$ cat src/rtl/seq_pattern_detector.sv
// ---------------------------------------------------------------------------
// seq_pattern_detector
//
// Serial bit-stream pattern detector. The pattern value and length can be
// changed at runtime, up to MAX_LEN bits. OVERLAP selects whether matches may
// share bits. Matches are counted in a counter that stops at all ones.
//
// Ports
//   clk        in   1         clock, rising edge
//   rst        in   1         asynchronous reset, active-low
//   in_valid   in   1         sample 'in' on this edge
//   in         in   1         serial data bit
//   clr        in   1         synchronous clear of history, fill count, match_cnt
//   cfg_we     in   1         load cfg_pat / cfg_len on this edge
//   cfg_pat    in   MAX_LEN   pattern, LSB-aligned; bit [len-1] is received first
//   cfg_len    in   LW        pattern length (legal range 1..MAX_LEN)
//   out        out  1         registered one-cycle match pulse
//   match_cnt  out  CNT_W     saturating match count
//   cnt_sat    out  1         match_cnt is all ones
//   cfg_err    out  1         one-cycle pulse: cfg_we with an illegal cfg_len
// ---------------------------------------------------------------------------
module seq_pattern_detector #(
  parameter int                 MAX_LEN     = 8,
  parameter logic [MAX_LEN-1:0] RST_PATTERN = 'h05,
  parameter int                 RST_LEN     = 3,
  parameter bit                 OVERLAP     = 1'b1,
  parameter int                 CNT_W       = 16,
  localparam int                LW          = $clog2(MAX_LEN + 1)
) (
  input  logic               clk,
  input  logic               rst,
  input  logic               in_valid,
  input  logic               in,
  input  logic               clr,
  input  logic               cfg_we,
  input  logic [MAX_LEN-1:0] cfg_pat,
  input  logic [LW-1:0]      cfg_len,
  output logic               out,
  output logic [CNT_W-1:0]   match_cnt,
  output logic               cnt_sat,
  output logic               cfg_err
);

  logic [MAX_LEN-1:0] hist_reg, hist_next;
  logic [LW-1:0]      fill_reg, fill_next;
  logic [MAX_LEN-1:0] pat_reg,  pat_next;
  logic [LW-1:0]      len_reg,  len_next;
  logic               out_reg,  out_next;
  logic [CNT_W-1:0]   cnt_reg,  cnt_next;
  logic               err_reg,  err_next;

  logic [MAX_LEN-1:0] shifted;
  logic [MAX_LEN-1:0] len_mask;
  logic [LW:0]        fill_inc;
  logic               match;
  logic               cfg_legal;

  // History as it would look with the current bit appended; the newest bit
  // sits in bit 0, so the first pattern bit lines up with bit [len-1].
  assign shifted = {hist_reg[MAX_LEN-2:0], in};

  // Only the low len bits take part in the compare.
  generate
    for (genvar gi = 0; gi < MAX_LEN; gi++) begin : g_mask
      assign len_mask[gi] = (int'(len_reg) > gi);
    end
  endgenerate

  // One extra bit so fill+1 cannot wrap before the compare against len.
  assign fill_inc  = {1'b0, fill_reg} + {{LW{1'b0}}, 1'b1};

  assign match     = in_valid
                   && (fill_inc >= {1'b0, len_reg})
                   && (((shifted ^ pat_reg) & len_mask) == '0);

  assign cfg_legal = (cfg_len != '0) && (cfg_len <= LW'(MAX_LEN));

  always_comb begin
    hist_next = hist_reg;
    fill_next = fill_reg;
    pat_next  = pat_reg;
    len_next  = len_reg;
    out_next  = 1'b0;
    cnt_next  = cnt_reg;
    err_next  = 1'b0;

    if (clr) begin
      // Clear wins over everything; configuration and input are ignored.
      hist_next = '0;
      fill_next = '0;
      cnt_next  = '0;
    end else if (cfg_we && cfg_legal) begin
      // New pattern: old history no longer means anything, and the data
      // bit on this edge is dropped.
      pat_next  = cfg_pat;
      len_next  = cfg_len;
      hist_next = '0;
      fill_next = '0;
    end else begin
      // A rejected configuration only raises the error pulse; data flows on.
      err_next = cfg_we;
      if (in_valid) begin
        hist_next = shifted;
        fill_next = (fill_reg >= len_reg) ? len_reg : fill_inc[LW-1:0];
        if (match) begin
          out_next = 1'b1;
          if (cnt_reg != '1) begin
            cnt_next = cnt_reg + {{(CNT_W-1){1'b0}}, 1'b1};
          end
          // Without overlap the next match must be built from fresh bits.
          if (!OVERLAP) begin
            fill_next = '0;
          end
        end
      end
    end
  end

  always_ff @(posedge clk or negedge rst) begin
    if (!rst) begin
      hist_reg <= '0;
      fill_reg <= '0;
      pat_reg  <= RST_PATTERN;
      len_reg  <= LW'(RST_LEN);
      out_reg  <= 1'b0;
      cnt_reg  <= '0;
      err_reg  <= 1'b0;
    end else begin
      hist_reg <= hist_next;
      fill_reg <= fill_next;
      pat_reg  <= pat_next;
      len_reg  <= len_next;
      out_reg  <= out_next;
      cnt_reg  <= cnt_next;
      err_reg  <= err_next;
    end
  end

  assign out       = out_reg;
  assign match_cnt = cnt_reg;
  assign cnt_sat   = (cnt_reg == '1);
  assign cfg_err   = err_reg;

endmodule

$ cat config.mk
export PLATFORM = sky130hd
export DESIGN_NAME = seq_pattern_detector
export DESIGN_NICKNAME = d
export VERILOG_FILES = /design/src/rtl/seq_pattern_detector.sv
export SDC_FILE = /design/constraint.sdc
export NUM_CORES = 1
export LEC_CHECK = 0
export BUFFER_PORTS_ARGS = -buffer_cell sky130_fd_sc_hd__clkbuf_2
export CAP_MARGIN = 5
export CORE_ASPECT_RATIO = 1.1
export CORE_MARGIN = 3
export CORE_UTILIZATION = 45
export DETAILED_ROUTE_END_ITERATION = 16
export MAX_ROUTING_LAYER = met4
export PLACE_DENSITY_LB_ADDON = 0.15
export SLEW_MARGIN = 20
export SYNTH_ARGS = -nofsm -noshare
export SYNTH_HDL_FRONTEND = slang
export SYNTH_SLANG_ARGS = --single-unit
$ cat constraint.sdc
create_clock -name clk -period 7.4 [get_ports clk]
set_clock_uncertainty 0.2 [all_clocks]
set_input_delay 0.74 -clock clk [delete_from_list [all_inputs] [get_ports clk]]
set_output_delay 0.74 -clock clk [all_outputs]
set_load 0.05 [all_outputs]
==> impl_metrics.xml <==
<?xml version="1.0" encoding="UTF-8"?>
<metrics>
  <group name="timing">
    <metric name="final.hold.worst_slack" unit="ps">295</metric>
    <metric name="fin_crit_sh" unit="%">47.6</metric>
    <metric name="headroom_to_the_max_slew_limit" unit="%">34.1</metric>
    <metric name="setup_violations" unit="">0</metric>
    <metric name="rsz_0062_raised_after_global_routing" unit="">false</metric>
    <metric name="timing_max_transition_violations_final" unit="">0</metric>
    <metric name="tightestPinTransition" unit="ps">985</metric>
    <metric name="fmax" unit="GHz">0.284</metric>
    <metric name="worst_slack" unit="ps">3880</metric>
    <metric name="final.setup.tns" unit="ps">0</metric>
    <metric name="hold_viol" unit="">0</metric>
    <metric name="final.min_clock_period" unit="ps">3520</metric>
  </group>
  <group name="power_and_ir_drop">
    <metric name="total_power" unit="mW">0.496</metric>
    <metric name="power_leakage" unit="nW">1.18</metric>
    <metric name="p_per_area" unit="nW/µm²">192</metric>
    <metric name="ir_worst_vdd" unit="mV">0.0852</metric>
  </group>
  <group name="drt">
    <metric name="vias" unit="">1845</metric>
    <metric name="route.final.wire_length" unit="µm">4930</metric>
    <metric name="dr.first_iter.drc_count" unit="">104</metric>
    <metric name="drt_drc_violations_left" unit="">0</metric>
    <metric name="antenna_violating_nets_left" unit="">0</metric>
    <metric name="average_wire_length_per_cell_after_detail_routing" unit="µm">15.4</metric>
    <metric name="routed_via_density" unit="">5.77</metric>
    <metric name="drt_pass1_iterations" unit="">4</metric>
  </group>
  <group name="placement">
    <metric name="gp_congestion" unit="">0.846</metric>
    <metric name="placedInstanceArea" unit="µm²">2510</metric>
    <metric name="detailedPlace.worstSlack" unit="ps">3920</metric>
    <metric name="place.detailed.hpwl" unit="µm">3470</metric>
    <metric name="placed_cells" unit="">312</metric>
    <metric name="io_buffers" unit="">36</metric>
  </group>
  <group name="critical_path">
    <metric name="worst-setup-path-type" unit="">flip-flop to flip-flop</metric>
    <metric name="critPathRequiredTime" unit="ps">7410</metric>
    <metric name="crit_fanout" unit="">33</metric>
    <metric name="crit_path_top_delay_cell" unit="">or4_1</metric>
    <metric name="critical_path.n_buffers_inverters" unit="">0</metric>
    <metric name="cp_top_family" unit="">simple AND/OR/NAND/NOR gates</metric>
    <metric name="worstSetupStartpointType" unit="">flip-flop</metric>
    <metric name="arrival" unit="ps">3540</metric>
    <metric name="r2r_setup_slack" unit="ps">3880</metric>
    <metric name="critical_path.endpoint_type" unit="">flip-flop</metric>
    <metric name="crit_path_cell_trace" unit="">ha_1 -&gt; xor2_1 -&gt; ha_1 -&gt; o21a_1 -&gt; o31ai_1 -&gt; o2bb2ai_1 -&gt; or4_1 -&gt; or4_1 -&gt; a21oi_1</metric>
    <metric name="critical_path.max_stage_delay" unit="ps">960</metric>
  </group>
  <group name="cells_and_area">
    <metric name="flow.area_growth_from_synthesis" unit="%">12.1</metric>
    <metric name="fraction_of_final_layout_cells_with_drive_strength_greater_than_1" unit="%">22.3</metric>
    <metric name="seq_area" unit="µm²">1030</metric>
    <metric name="layout.cells.non_filler" unit="">320</metric>
    <metric name="multi_input_comb_area" unit="µm²">1180</metric>
    <metric name="fill_cells" unit="">460</metric>
    <metric name="fin_util" unit="%">53.8</metric>
    <metric name="largest_register_ffs" unit="">16</metric>
    <metric name="final_cell_area" unit="µm²">2590</metric>
    <metric name="diodes" unit="">0</metric>
    <metric name="number_of_nets_in_the_finished_design" unit="">291</metric>
  </group>
  <group name="clocking">
    <metric name="clk_path_buf_depth" unit="">2</metric>
    <metric name="postCtsHoldBufs" unit="">0</metric>
    <metric name="postCtsSetupBuffers" unit="">0</metric>
    <metric name="path_clk_slew" unit="ps">80</metric>
    <metric name="tritoncts_num_sinks" unit="">41</metric>
    <metric name="clk_latency" unit="ps">290</metric>
    <metric name="clock_tree_from_tritoncts" unit="">built</metric>
    <metric name="numCtsBuffers" unit="">5</metric>
    <metric name="cts-htree-levels" unit="">2</metric>
    <metric name="root_cell_of_the_clock_tree" unit="">clkbuf_8</metric>
    <metric name="post_cts_resized" unit="">0</metric>
  </group>
  <group name="global_routing">
    <metric name="first_global_vias" unit="">1722</metric>
    <metric name="grt_first_pass_wirelength" unit="µm">8370</metric>
    <metric name="grt.overflow.total" unit="">0</metric>
    <metric name="grt_use_total" unit="%">18.5</metric>
    <metric name="grt_max_degree" unit="">42</metric>
    <metric name="grt_antenna_before_repair" unit="">0</metric>
  </group>
  <group name="die">
    <metric name="core.rowCount" unit="">26</metric>
    <metric name="die_w" unit="µm">74.3</metric>
    <metric name="num_io_pins" unit="">37</metric>
    <metric name="core" unit="µm²">4810</metric>
    <metric name="fp.dieH" unit="µm">81.1</metric>
    <metric name="initial_core_util" unit="%">48.0</metric>
    <metric name="floorplan.die_area" unit="µm²">6030</metric>
  </group>
  <group name="synth">
    <metric name="synthCells" unit="">233</metric>
    <metric name="synth_largest_area_cell" unit="">dfrtp_1</metric>
    <metric name="synth.most_common_cell" unit="">dfrtp_1</metric>
    <metric name="post-synth-top-area-fraction" unit="%">40.1</metric>
    <metric name="synth_common_cells" unit="">37 x dfrtp_1, 19 x a21oi_1, 15 x o31ai_1, 15 x or4_1, 14 x nor2_1</metric>
    <metric name="synth.distinct_cells" unit="">37</metric>
    <metric name="synthesis.yosys.warnings" unit="">0</metric>
    <metric name="synth.yosys.seq_area_share" unit="%">44.6</metric>
    <metric name="synth_edf_count" unit="">0</metric>
    <metric name="async_flop_share" unit="%">100</metric>
    <metric name="synthesis.nets" unit="">261</metric>
    <metric name="top_cells_by_area_in_the_synthesized_netlist" unit="">dfrtp_1 40%, ha_1 5.4%, o31ai_1 4.9%</metric>
    <metric name="seq_cells_post_synth" unit="">41</metric>
    <metric name="syn_avg_cell_area" unit="µm²">9.91</metric>
    <metric name="dominantRegCellSynth" unit="">dfrtp_1</metric>
    <metric name="synth_area" unit="µm²">2310</metric>
  </group>
  <group name="min_path">
    <metric name="holdCritPathClass" unit="">input port to async pin</metric>
  </group>
  <group name="run_status">
    <metric name="run_status" unit="">completed</metric>
  </group>
  <group name="job">
    <metric name="max-cap-violations" unit="">0</metric>
  </group>
</metrics>
## report_power, final
group	internal (mW)	switching (mW)	total, mW
combinational	0.0425	0.0464	0.0889
clock	0.0654	0.0768	0.142
sequential	0.244	0.0205	0.265
total	0.352	0.144	0.496
## final cells by class
cell class              count  share of cell area (%)
clock inverters             2                   0.387
inverters                   7                    1.01
flip-flops and latches     41                    39.8
multi-input cells         170                    45.7
clock buffers               6                    2.80
well taps                  56                    2.71
repair buffers             38                    7.54
## per-layer routing
layer	track usage [%]	wire length (µm)	share of wire, %
met2	28.5	2410	49
met1	24.7	2260	46
met5	-	0	0
met4	5.87	68	1.4
met3	3.84	192	3.9
## cell families after synthesis
| family | Yosys count | share of synthesized area, % |
|---|---|---|
| AOI/OAI and AO/OA | 59 | 16.1 |
| xor gates and xnor gates | 11 | 4.17 |
| adders and majority gates | 10 | 5.42 |
| buffers and inverters | 22 | 4.12 |
| DFF | 41 | 44.6 |
| muxes | 17 | 7.86 |
| and+or+nand+nor | 73 | 17.7 |
## placed cells by master, fill, tap and decap left out, types with 4 or more instances in the layout
cell      count
o21ai_0       9
xnor2_1       6
mux2i_1       8
nand3_1      12
or4_1        15
nand2_1       9
nor2_1       14
a21oi_1      19
dfstp_2       4
ha_1         10
dfrtp_1      37
a31oi_1       4
xor2_1        5
clkbuf_8      5
mux2_2        9
o31ai_1      15
and3_1        6
nand2b_1      5
inv_1         7
clkbuf_2     36
## final timing paths
check                                  from       endpoint  cells past startpoint
worst max-delay path            fill_reg[0]  match_cnt[11]                      9
worst min-delay path                    rst        cfg_err                      2
worst max register to register  fill_reg[0]  match_cnt[11]                      9
worst min register to register   pat_reg[6]     pat_reg[6]                      1
max in group asynchronous               rst     pat_reg[0]                      2
min in group clk                 pat_reg[6]     pat_reg[6]                      1
Power figures use the tool's default switching activity.
